File: src/rtl/arbitro_escrita_regs_if.sv
// arbitro_escrita_regs_if
// Bundle of the request and write-port signals between the three
// register-file writers and the write-port arbiter.
//
// Handshake: a requester asserts valid[i] with a stable payload and holds both
// until a rising clock edge where valid[i] && ready[i]. That edge is the accept
// edge, and the payload is sampled only on it. ready[i] never depends on valid.
//
// Signals:
//   valid[2:0]        request valid: [0] ALU, [1] memory, [2] mult/div
//   ready[2:0]        arbiter can take request i on the next edge
//   end_alu/dados_alu ALU destination register and data
//   end_mem/dados_mem load destination register and data
//   dados_md          mult/div result, [63:32] -> HI (63), [31:0] -> LO (62)
//   writeRegs         write strobe to the register file
//   hilo              1 = 64-bit HI/LO write, 0 = 32-bit write
//   endereco_escrita  32-bit write address (63 on HI/LO writes)
//   dados_escrita_32  32-bit write data
//   dados_escrita_64  64-bit HI/LO write data
//   ocupado           any holding buffer full
//   dbg_full/dbg_ptr  observation of buffer flags and round-robin pointer
// Modports: master = requester/register-file side, slave = arbiter.
interface arbitro_escrita_regs_if #(
  parameter int ADDR_W = 6,
  parameter int DATA_W = 32
);
  logic [2:0]          valid;
  logic [2:0]          ready;
  logic [ADDR_W-1:0]   end_alu;
  logic [DATA_W-1:0]   dados_alu;
  logic [ADDR_W-1:0]   end_mem;
  logic [DATA_W-1:0]   dados_mem;
  logic [2*DATA_W-1:0] dados_md;
  logic                writeRegs;
  logic                hilo;
  logic [ADDR_W-1:0]   endereco_escrita;
  logic [DATA_W-1:0]   dados_escrita_32;
  logic [2*DATA_W-1:0] dados_escrita_64;
  logic                ocupado;
  logic [2:0]          dbg_full;
  logic [1:0]          dbg_ptr;

  modport master (
    output valid, end_alu, dados_alu, end_mem, dados_mem, dados_md,
    input  ready, writeRegs, hilo, endereco_escrita, dados_escrita_32,
           dados_escrita_64, ocupado, dbg_full, dbg_ptr
  );

  modport slave (
    input  valid, end_alu, dados_alu, end_mem, dados_mem, dados_md,
    output ready, writeRegs, hilo, endereco_escrita, dados_escrita_32,
           dados_escrita_64, ocupado, dbg_full, dbg_ptr
  );
endinterface

File: src/rtl/arbitro_escrita_regs.sv
// arbitro_escrita_regs
// Write-port arbiter for the 64x32 register file. ALU, load and mult/div
// writebacks each own a one-entry holding buffer; a round-robin scheduler
// issues at most one buffered write per cycle into registered outputs, which
// the register file captures on the following negedge.
//
// Ports:
//   clock  system clock, all state updates on posedge
//   reset  asynchronous, active-low
//   bus    arbitro_escrita_regs_if.slave (requests in, write port out)
//
// Option: define ARB_HILO_PRIO_EN to let mult/div win whenever its buffer is
// full; the pointer then advances only on ALU/memory issues.
module arbitro_escrita_regs #(
  parameter int ADDR_W = 6,
  parameter int DATA_W = 32
) (
  input logic                  clock,
  input logic                  reset,
  arbitro_escrita_regs_if.slave bus
);

  localparam logic [ADDR_W-1:0] HI_ADDR = ADDR_W'(63);

  // Holding buffers
  logic [2:0]          full;
  logic [ADDR_W-1:0]   addr_alu;
  logic [DATA_W-1:0]   data_alu;
  logic [ADDR_W-1:0]   addr_mem;
  logic [DATA_W-1:0]   data_mem;
  logic [2*DATA_W-1:0] data_md;

  // Round-robin pointer, always 0..2
  logic [1:0] ptr;

  // Registered write port
  logic                write_q;
  logic                hilo_q;
  logic [ADDR_W-1:0]   addr_q;
  logic [DATA_W-1:0]   data32_q;
  logic [2*DATA_W-1:0] data64_q;

  // Scheduling
  logic [2:0] rr_grant;
  logic [1:0] rr_winner;
  logic       rr_any;
  logic [2:0] grant;
  logic [1:0] winner;
  logic       any_grant;
  logic [1:0] ptr_next;
  logic [2:0] accept;

  // Round-robin search: ptr, ptr+1, ptr+2 (mod 3); first full buffer wins.
  // Depends only on full and ptr, so ready has no path from valid.
  always_comb begin
    logic [2:0] sum;
    logic [1:0] idx;
    rr_grant  = 3'b000;
    rr_winner = 2'd0;
    rr_any    = 1'b0;
    sum       = 3'd0;
    idx       = 2'd0;
    for (int k = 0; k < 3; k++) begin
      sum = {1'b0, ptr} + 3'(k);
      idx = (sum >= 3'd3) ? 2'(sum - 3'd3) : sum[1:0];
      if (!rr_any && full[idx]) begin
        rr_any        = 1'b1;
        rr_winner     = idx;
        rr_grant[idx] = 1'b1;
      end
    end
  end

  always_comb begin
    grant     = rr_grant;
    winner    = rr_winner;
    any_grant = rr_any;
`ifdef ARB_HILO_PRIO_EN
    if (full[2]) begin
      grant     = 3'b100;
      winner    = 2'd2;
      any_grant = 1'b1;
    end
`endif
  end

  assign ptr_next = (winner == 2'd2) ? 2'd0 : winner + 2'd1;

  // A buffer being issued this cycle can be refilled on the same edge.
  assign bus.ready = ~full | grant;
  assign accept    = bus.valid & bus.ready;

  always_ff @(posedge clock or negedge reset) begin
    if (!reset) begin
      full     <= 3'b000;
      addr_alu <= '0;
      data_alu <= '0;
      addr_mem <= '0;
      data_mem <= '0;
      data_md  <= '0;
    end else begin
      // Reload wins over the clear of an issued buffer.
      full <= accept | (full & ~grant);
      if (accept[0]) begin
        addr_alu <= bus.end_alu;
        data_alu <= bus.dados_alu;
      end
      if (accept[1]) begin
        addr_mem <= bus.end_mem;
        data_mem <= bus.dados_mem;
      end
      if (accept[2]) begin
        data_md <= bus.dados_md;
      end
    end
  end

  always_ff @(posedge clock or negedge reset) begin
    if (!reset) begin
      ptr      <= 2'd0;
      write_q  <= 1'b0;
      hilo_q   <= 1'b0;
      addr_q   <= '0;
      data32_q <= '0;
      data64_q <= '0;
    end else begin
      write_q <= any_grant;
      hilo_q  <= any_grant && grant[2];
      if (any_grant) begin
        case (winner)
          2'd0: begin
            addr_q   <= addr_alu;
            data32_q <= data_alu;
          end
          2'd1: begin
            addr_q   <= addr_mem;
            data32_q <= data_mem;
          end
          default: begin
            // HI/LO pair is written as one 64-bit value; the 32-bit data
            // register keeps its previous content.
            addr_q   <= HI_ADDR;
            data64_q <= data_md;
          end
        endcase
`ifdef ARB_HILO_PRIO_EN
        if (winner != 2'd2) ptr <= ptr_next;
`else
        ptr <= ptr_next;
`endif
      end
    end
  end

  assign bus.writeRegs        = write_q;
  assign bus.hilo             = hilo_q;
  assign bus.endereco_escrita = addr_q;
  assign bus.dados_escrita_32 = data32_q;
  assign bus.dados_escrita_64 = data64_q;
  assign bus.ocupado          = |full;
  assign bus.dbg_full         = full;
  assign bus.dbg_ptr          = ptr;

endmodule
File: src/flat_wrapper.sv
// flat-port wrapper written by rule: the top's interface ports become plain ports
module arbitro_escrita_regs_flat 
#(
  parameter int ADDR_W = 6,
  parameter int DATA_W = 32
)
  (clock, reset, bus_valid, bus_end_alu, bus_dados_alu, bus_end_mem, bus_dados_mem, bus_dados_md, bus_ready, bus_writeRegs, bus_hilo, bus_endereco_escrita, bus_dados_escrita_32, bus_dados_escrita_64, bus_ocupado, bus_dbg_full, bus_dbg_ptr);
  arbitro_escrita_regs_if #(.ADDR_W(ADDR_W), .DATA_W(DATA_W)) bus_i ();
  input logic clock;
  input logic reset;
  input wire logic [$bits(bus_i.valid)-1:0] bus_valid;
  input wire logic [$bits(bus_i.end_alu)-1:0] bus_end_alu;
  input wire logic [$bits(bus_i.dados_alu)-1:0] bus_dados_alu;
  input wire logic [$bits(bus_i.end_mem)-1:0] bus_end_mem;
  input wire logic [$bits(bus_i.dados_mem)-1:0] bus_dados_mem;
  input wire logic [$bits(bus_i.dados_md)-1:0] bus_dados_md;
  output wire logic [$bits(bus_i.ready)-1:0] bus_ready;
  output wire logic [$bits(bus_i.writeRegs)-1:0] bus_writeRegs;
  output wire logic [$bits(bus_i.hilo)-1:0] bus_hilo;
  output wire logic [$bits(bus_i.endereco_escrita)-1:0] bus_endereco_escrita;
  output wire logic [$bits(bus_i.dados_escrita_32)-1:0] bus_dados_escrita_32;
  output wire logic [$bits(bus_i.dados_escrita_64)-1:0] bus_dados_escrita_64;
  output wire logic [$bits(bus_i.ocupado)-1:0] bus_ocupado;
  output wire logic [$bits(bus_i.dbg_full)-1:0] bus_dbg_full;
  output wire logic [$bits(bus_i.dbg_ptr)-1:0] bus_dbg_ptr;
  assign bus_i.valid = bus_valid;
  assign bus_i.end_alu = bus_end_alu;
  assign bus_i.dados_alu = bus_dados_alu;
  assign bus_i.end_mem = bus_end_mem;
  assign bus_i.dados_mem = bus_dados_mem;
  assign bus_i.dados_md = bus_dados_md;
  assign bus_ready = bus_i.ready;
  assign bus_writeRegs = bus_i.writeRegs;
  assign bus_hilo = bus_i.hilo;
  assign bus_endereco_escrita = bus_i.endereco_escrita;
  assign bus_dados_escrita_32 = bus_i.dados_escrita_32;
  assign bus_dados_escrita_64 = bus_i.dados_escrita_64;
  assign bus_ocupado = bus_i.ocupado;
  assign bus_dbg_full = bus_i.dbg_full;
  assign bus_dbg_ptr = bus_i.dbg_ptr;
  arbitro_escrita_regs #(.ADDR_W(ADDR_W), .DATA_W(DATA_W)) u_core (.clock(clock), .reset(reset), .bus(bus_i));
endmodule
File: config.mk
export PLATFORM = sky130hd
export DESIGN_NAME = arbitro_escrita_regs_flat
export DESIGN_NICKNAME = d
export VERILOG_FILES = /design/src/rtl/arbitro_escrita_regs_if.sv /design/src/rtl/arbitro_escrita_regs.sv /design/src/flat_wrapper.sv
export SDC_FILE = /design/constraint.sdc
export NUM_CORES = 1
export LEC_CHECK = 0
export CAP_MARGIN = 10
export CORE_UTILIZATION = 40
export DETAILED_ROUTE_END_ITERATION = 16
export PLACE_DENSITY = 0.73
export REMOVE_ABC_BUFFERS = 1
export SLEW_MARGIN = 10
export SYNTH_ARGS = -nofsm -noshare
export SYNTH_HDL_FRONTEND = slang
export SYNTH_SLANG_ARGS = --single-unit
File: constraint.sdc
create_clock -name clock -period 3.3 [get_ports clock]
set_input_delay 0.66 -clock clock [delete_from_list [all_inputs] [get_ports clock]]
set_output_delay 0.66 -clock clock [all_outputs]
set_load 0.005 [all_outputs]
==> results of run 1 <==
==> worst register-to-register path: cells and delay by family (launching register included) <==
| kind | cells | cell delay (ns) |
|---|---|---|
| multiplexers | 1 | 0.20 |
| adder cells (fa/ha/maj) | 1 | 0.21 |
| buffers and inverters | 4 | 0.94 |
| AND/OR/NAND/NOR | 2 | 0.15 |
| AO/OA/AOI/OAI | 2 | 0.70 |
| flip-flops | 1 | 0.47 |
==> cell usage after synthesis <==
master,n
clkbuf_1,10
nor2_1,3
or3_1,11
mux2_2,116
and2_1,2
o221ai_1,1
nor2b_1,2
nand3b_1,5
a222oi_1,1
buf_2,21
o21ai_0,27
o22ai_1,5
a21boi_0,1
mux2i_1,24
o32a_1,5
buf_4,11
a311oi_1,1
mux2_1,24
o221a_2,5
nor2_2,1
a21oi_1,3
a31oi_1,3
nand2b_1,6
o21bai_1,1
dfrtp_1,249
a2bb2oi_1,1
inv_1,8
o21ai_1,2
nand3_2,1
o311ai_0,1
a22oi_1,1
o221a_1,5
nand2_1,219
mux2i_2,1
ha_1,4
or2_2,2
or3b_1,1
o21a_1,7
o211ai_1,1
buf_6,4
nand3_1,1
==> stage by stage <==
stage                     std cells  utilization (%)  setup slack (ns)  hold WS (ns)
after floorplan                 751                -             -3.50         0.364
after global placement         1354             53.3             0.403         0.443
after detailed placement       1354             53.3             0.287         0.448
after CTS                      1405             57.4           0.00554         0.141
after global routing           1407             57.6           -0.0195         0.169
final                          1407             57.6            0.0643         0.134
==> how the worst max path moves through the flow <==
stage | endpoint | cells after the start
2_1_floorplan | u_core.data_md[0] | 7
5_1_grt | bus_ready[0] | 6
3_5_place_dp | bus_ready[0] | 6
3_3_place_gp | bus_ready[2] | 7
6_report | bus_ready[2] | 7
4_1_cts | bus_ready[1] | 7
==> logic make-up (layout without fill, tap and decap cells) <==
kind of cell / count (synthesis) / count (layout)
adder cells (fa/ha/maj): 4 / 4
multiplexers: 165 / 165
buffers and inverters: 54 / 340
AND/OR/NAND/NOR: 254 / 254
AO/OA/AOI/OAI: 71 / 71
flip-flops: 249 / 249
==> power by group through the flow <==
stage          sequential (W)  clock [W]  combinational (W)
6_report              0.00561    0.00300            0.00827
3_3_place_gp          0.00558          0            0.00791
5_1_grt               0.00581    0.00323            0.00914
2_1_floorplan         0.00544          0            0.00428
4_1_cts               0.00562    0.00310            0.00830
3_5_place_dp          0.00563          0            0.00816
==> sequential cells by signal (all words and copies together), names as in the netlist <==
name / flops
u_core.data_alu: 32
u_core.bus.writeRegs: 1
u_core.bus.dados_escrita_32: 32
u_core.bus.hilo: 1
u_core.bus.dados_escrita_64: 64
u_core.bus.dbg_ptr: 2
u_core.bus.dbg_full: 3
u_core.data_mem: 32
u_core.bus.endereco_escrita: 6
u_core.addr_alu: 6
u_core.data_md: 64
u_core.addr_mem: 6
==> routing by layer <==
metal  GRT usage, %  up-vias  share of wire [%]
met5              0        -               0.20
met2           31.0      238                 45
met3           7.19       44                9.2
met1           25.7     3374                 43
met4           4.37        6                2.3
li1               -     3234                  -
==> cell type report <==
| class | instances | area (um2) |
|---|---|---|
| multi-input cells | 494 | 3610 |
| well taps | 324 | 405 |
| inverters | 8 | 35.0 |
| flip-flops and latches | 249 | 6230 |
| clock inverters | 9 | 77.6 |
| fillers | 2039 | 10300 |
| repair buffers | 283 | 2880 |
| clock buffers | 40 | 825 |
==> timing repair <==
action | in CTS | in global routing
gates resized for setup | 19 | 9
pin swaps | 0 | 1
endpoints found under the setup margin | 3 | 3
buffers inserted | 2 | 2
==> metrics.csv, run 1 <==
metric;value;unit
most frequent cells in the layout;clkdlybuf4s50_1 (255), dfrtp_1 (247), nand2_1 (219), mux2_2 (116), clkbuf_16 (27);
first-pass GRT wire length;40000;um
Worst Setup End Kind;primary output;
sequential power share;33.2;%
CP Buf/Inv Count;2;
Die Y-Extent;160;um
initial core utilization;40.8;%
power per cell area;1200;nW/um2
Min Clock Period, post-route;3.24;ns
insertion delay of the later-clocked pin in the worst-skew pair;0.53;ns
Hold Fails Final Rpt;0;
final worst clock skew;0.0157;ns
CTS clk-pin slew, worst paths;0.06;ns
DIE AREA;25500;um2
CP arrival;2.58;ns
All-Layer GR Usage;19.6;%
Leak;6.11;nW
H-tree levels;1;
post-synthesis simple-gate area fraction;10.5;%
R2R cell count;10;
Total Nets Final;1212;
Area Growth Syn to Fin;41.2;%
dpl hpwl;16200;um
period utilization;98.1;%
CORE AREA;24400;um2
total power;0.0169;W
synth warn;0;
DIE WIDTH;160;um
TritonCTS Buffers;27;
flop-to-flop setup slack;0.57;ns
adder-cell share of the synthesized area;0.503;%
drt total wl;24500;um
largest family of logic cells by synthesized area;multiplexers;
most common cell after layout, fill and taps aside;clkdlybuf4s50_1;
startpoint types;flip-flop;
Compound-Gate Fraction of Synth Area;5.03;%
via/cell ratio;4.90;
number of buffers added on ports;257;
dpl cell area;13000;um2
CP max stage cell;clkdlybuf4s50_1;
sw power;0.00607;W
CTS tree;yes;
Setup Viol. Count Final;0;
Comb power frac;49.0;%
Seq cells post-synth;249;
crit path max fanout;6;
routed len/inst;17.4;um
total of max-cap violations;0;
XOR/XNOR share of the synthesized area;0;%
Worst VDD drop;737;uV
Final Slew Violations;0;
Critical R2R Launch;u_core.bus.dbg_ptr[1];
post-synthesis cell area;9960;um2
end of the worst register-to-register path;u_core.bus.dados_escrita_64[48];
Final Cell Area;14100;um2
Root Buffer;clkbuf_16;
# DRC;0;
run status;completed;
Critical Path, Cell by Cell;buf_12 -> ha_4 -> mux2i_4 -> o21ai_0 -> nand3_1 -> nand2_1 -> clkdlybuf4s50_1;
worst setup path class;reg2out;
Slew headroom;49.4;%
largest net degree at the start of global routing;85;
sequential fraction of the synthesis area;62.6;%
Pint;0.0108;W
Post-CTS Hold Buffers;0;
Mapped Cells;797;
share of the synthesized area in the top cell type;62.6;%
hold crit path type;in2async;
remaining global-route overflow;0;
switching part of the total;36.0;%
initial drt markers;381;
clock sink total;249;
cell row count;57;
Achievable Freq;309;MHz
Worst Max-Slew Pin Slew;0.759;ns
setup total negative slack;0;ns
Worst Setup SP;u_core.bus.dbg_ptr[0];
Top delay family on crit path;buffers and inverters;
via count;6896;
Final ANT Viol Nets;0;
Synth cell types;41;
CTS max path bufs;3;
first-pass iteration count of the detailed router;4;
clock power share;17.8;%
mux contribution to synthesized area;18.4;%
top area cells in the synthesized netlist;dfrtp_1 (63%), mux2_2 (13%), nand2_1 (8.3%);
number of diodes;0;
cell taking the most area after synthesis;dfrtp_1;
CP required;2.64;ns
Crit path largest cell delay;0.51;ns
vias in the first global route;7244;
syn_area_per_cell;12.5;um2
RSZ-0062 raised after global routing;true;
Top Ports;258;
initial antenna violation count;3;
share of cells above drive strength 1;20.3;%
placer congestion estimate;0.851;
No activity file was read; power rests on OpenSTA's default activity.
==> inputs of run 2 (changes only) <==
- SLEW_MARGIN: 10 -> 5
==> results of run 2 <==
Same layout as run 1: the final DEF is identical, and so are final timing and power.
==> inputs of run 3 (changes only) <==
- CTS_BUF_LIST: default -> sky130_fd_sc_hd__clkbuf_8
==> metrics.csv, run 3 (synthesized netlist as in run 1, its figures left out) <==
metric;value;unit
period utilization;97.4;%
CTS clk-pin slew, worst paths;0.06;ns
Crit path largest cell delay;0.50;ns
CORE AREA;24400;um2
sequential power share;33.7;%
total of max-cap violations;0;
CTS max path bufs;3;
All-Layer GR Usage;19.8;%
Die Y-Extent;160;um
Final Cell Area;14000;um2
cell row count;57;
CP arrival;2.56;ns
sw power;0.00609;W
Area Growth Syn to Fin;40.9;%
Worst Setup End Kind;primary output;
dpl cells;1354;
CTS tree;yes;
CP max stage cell;clkdlybuf4s50_1;
crit path max fanout;12;
vias in the first global route;7436;
dpl cell area;13000;um2
routed len/inst;17.2;um
worst setup path class;reg2out;
clock sink total;249;
Min Clock Period, post-route;3.22;ns
clock power share;16.6;%
H-tree levels;2;
number of diodes;0;
drt total wl;24700;um
Root Buffer;clkbuf_8;
via count;7034;
Critical Path, Cell by Cell;buf_4 -> ha_4 -> nand3b_1 -> o21ai_1 -> nand3_2 -> nand2_1 -> clkdlybuf4s50_1;
dpl hpwl;16200;um
DIE AREA;25500;um2
TritonCTS Buffers;44;
Total Nets Final;1231;
first-pass GRT wire length;40300;um
Top Ports;258;
most frequent cells in the layout;clkdlybuf4s50_1 (254), dfrtp_1 (248), nand2_1 (219), mux2_2 (116), clkbuf_8 (55);
largest net degree at the start of global routing;85;
Achievable Freq;311;MHz
final worst clock skew;0.0145;ns
most common cell after layout, fill and taps aside;clkdlybuf4s50_1;
switching part of the total;36.5;%
Pint;0.0106;W
share of cells above drive strength 1;21.3;%
hold crit path type;in2async;
initial antenna violation count;3;
Worst Max-Slew Pin Slew;0.752;ns
Critical R2R Launch;u_core.bus.dbg_ptr[1];
Worst VDD drop;644;uV
Layout Cells excl Fill;1433;
placer congestion estimate;0.851;
first-pass iteration count of the detailed router;4;
initial core utilization;40.8;%
insertion delay of the later-clocked pin in the worst-skew pair;0.53;ns
Final Slew Violations;0;
run status;completed;
number of buffers added on ports;257;
Comb power frac;49.7;%
Final Util;57.5;%
total power;0.0167;W
initial drt markers;379;
startpoint types;flip-flop;
# DRC;0;
CP required;2.64;ns
Final ANT Viol Nets;0;
remaining global-route overflow;0;
Worst Setup SP;u_core.bus.dbg_ptr[1];
Hold Fails Final Rpt;0;
Slew headroom;49.9;%
Leak;6.16;nW
DIE WIDTH;160;um
Setup Viol. Count Final;0;
setup total negative slack;0;ns
via/cell ratio;4.91;
power per cell area;1190;nW/um2
[run 3: cell count changes in the layout (fill, tap and decap cells not counted), moves of 2 or more]
cell       change
inv_1         +16
inv_6          -2
clkbuf_8      +45
clkbuf_1       -3
buf_4          +3
clkbuf_16     -27
clkinv_2       -5
[run 3: power groups by stage]
stage               logic (W)  clock network [W]  registers (W)
floorplan             0.00428                  0        0.00544
global placement      0.00791                  0        0.00558
detailed placement    0.00816                  0        0.00563
CTS                   0.00833            0.00286        0.00561
global route          0.00916            0.00300        0.00581
finish                0.00829            0.00277        0.00562
[run 3: stage by stage]
step / setup WS [ns] / hold slack (ns)
after CTS: -0.0120 / 0.131
after detailed placement: 0.287 / 0.448
after global routing: -0.0303 / 0.152
final: 0.0848 / 0.0996
after floorplan: -3.50 / 0.364
after global placement: 0.403 / 0.443
[run 3: final timing paths]
kind,end,slack (ns),cells after the start
worst max register to register,u_core.bus.dados_escrita_32[25],0.62,7
worst min-delay path,u_core.bus.dados_escrita_32[7],0.1,1
max in group asynchronous,u_core.data_md[63],2.29,2
worst min register to register,u_core.bus.dados_escrita_64[29],0.46,2
min in group clock,u_core.bus.dados_escrita_64[29],0.46,2
worst max-delay path,bus_ready[2],0.08,7
[run 3: area by class of cell]
type,instances,area (um2)
multi-input combinational,494,3630
clock inverter,18,95.1
timing repair buffer,285,2880
tap,324,405
clock buffer,55,757
fill,2027,10400
sequential,249,6230
inverter,8,32.5
[run 3: what timing repair did]
item | 4_1_cts | 5_1_grt
pin swaps | 2 | 4
setup endpoints to repair | 3 | 3
gates resized for setup | 18 | 14
hold buffers | 0 | 0
buffers inserted | 4 | 2
[run 3: worst max-delay path, delay by kind of cell (launching register included)]
family          cells  cell delay, ns
fa+ha+maj           1            0.32
compound gates      1            0.20
buf+inv             2            0.66
flops               1            0.39
simple gates        3            0.44
[run 3: metal layers]
layer / vias to the layer above / share of wire [%] / global-route usage [%]
met5: - / 0.19 / 0
met4: 6 / 2.3 / 6.41
met3: 54 / 9.9 / 7.61
met2: 278 / 45 / 30.7
met1: 3424 / 42 / 25.5
li1: 3272 / - / -
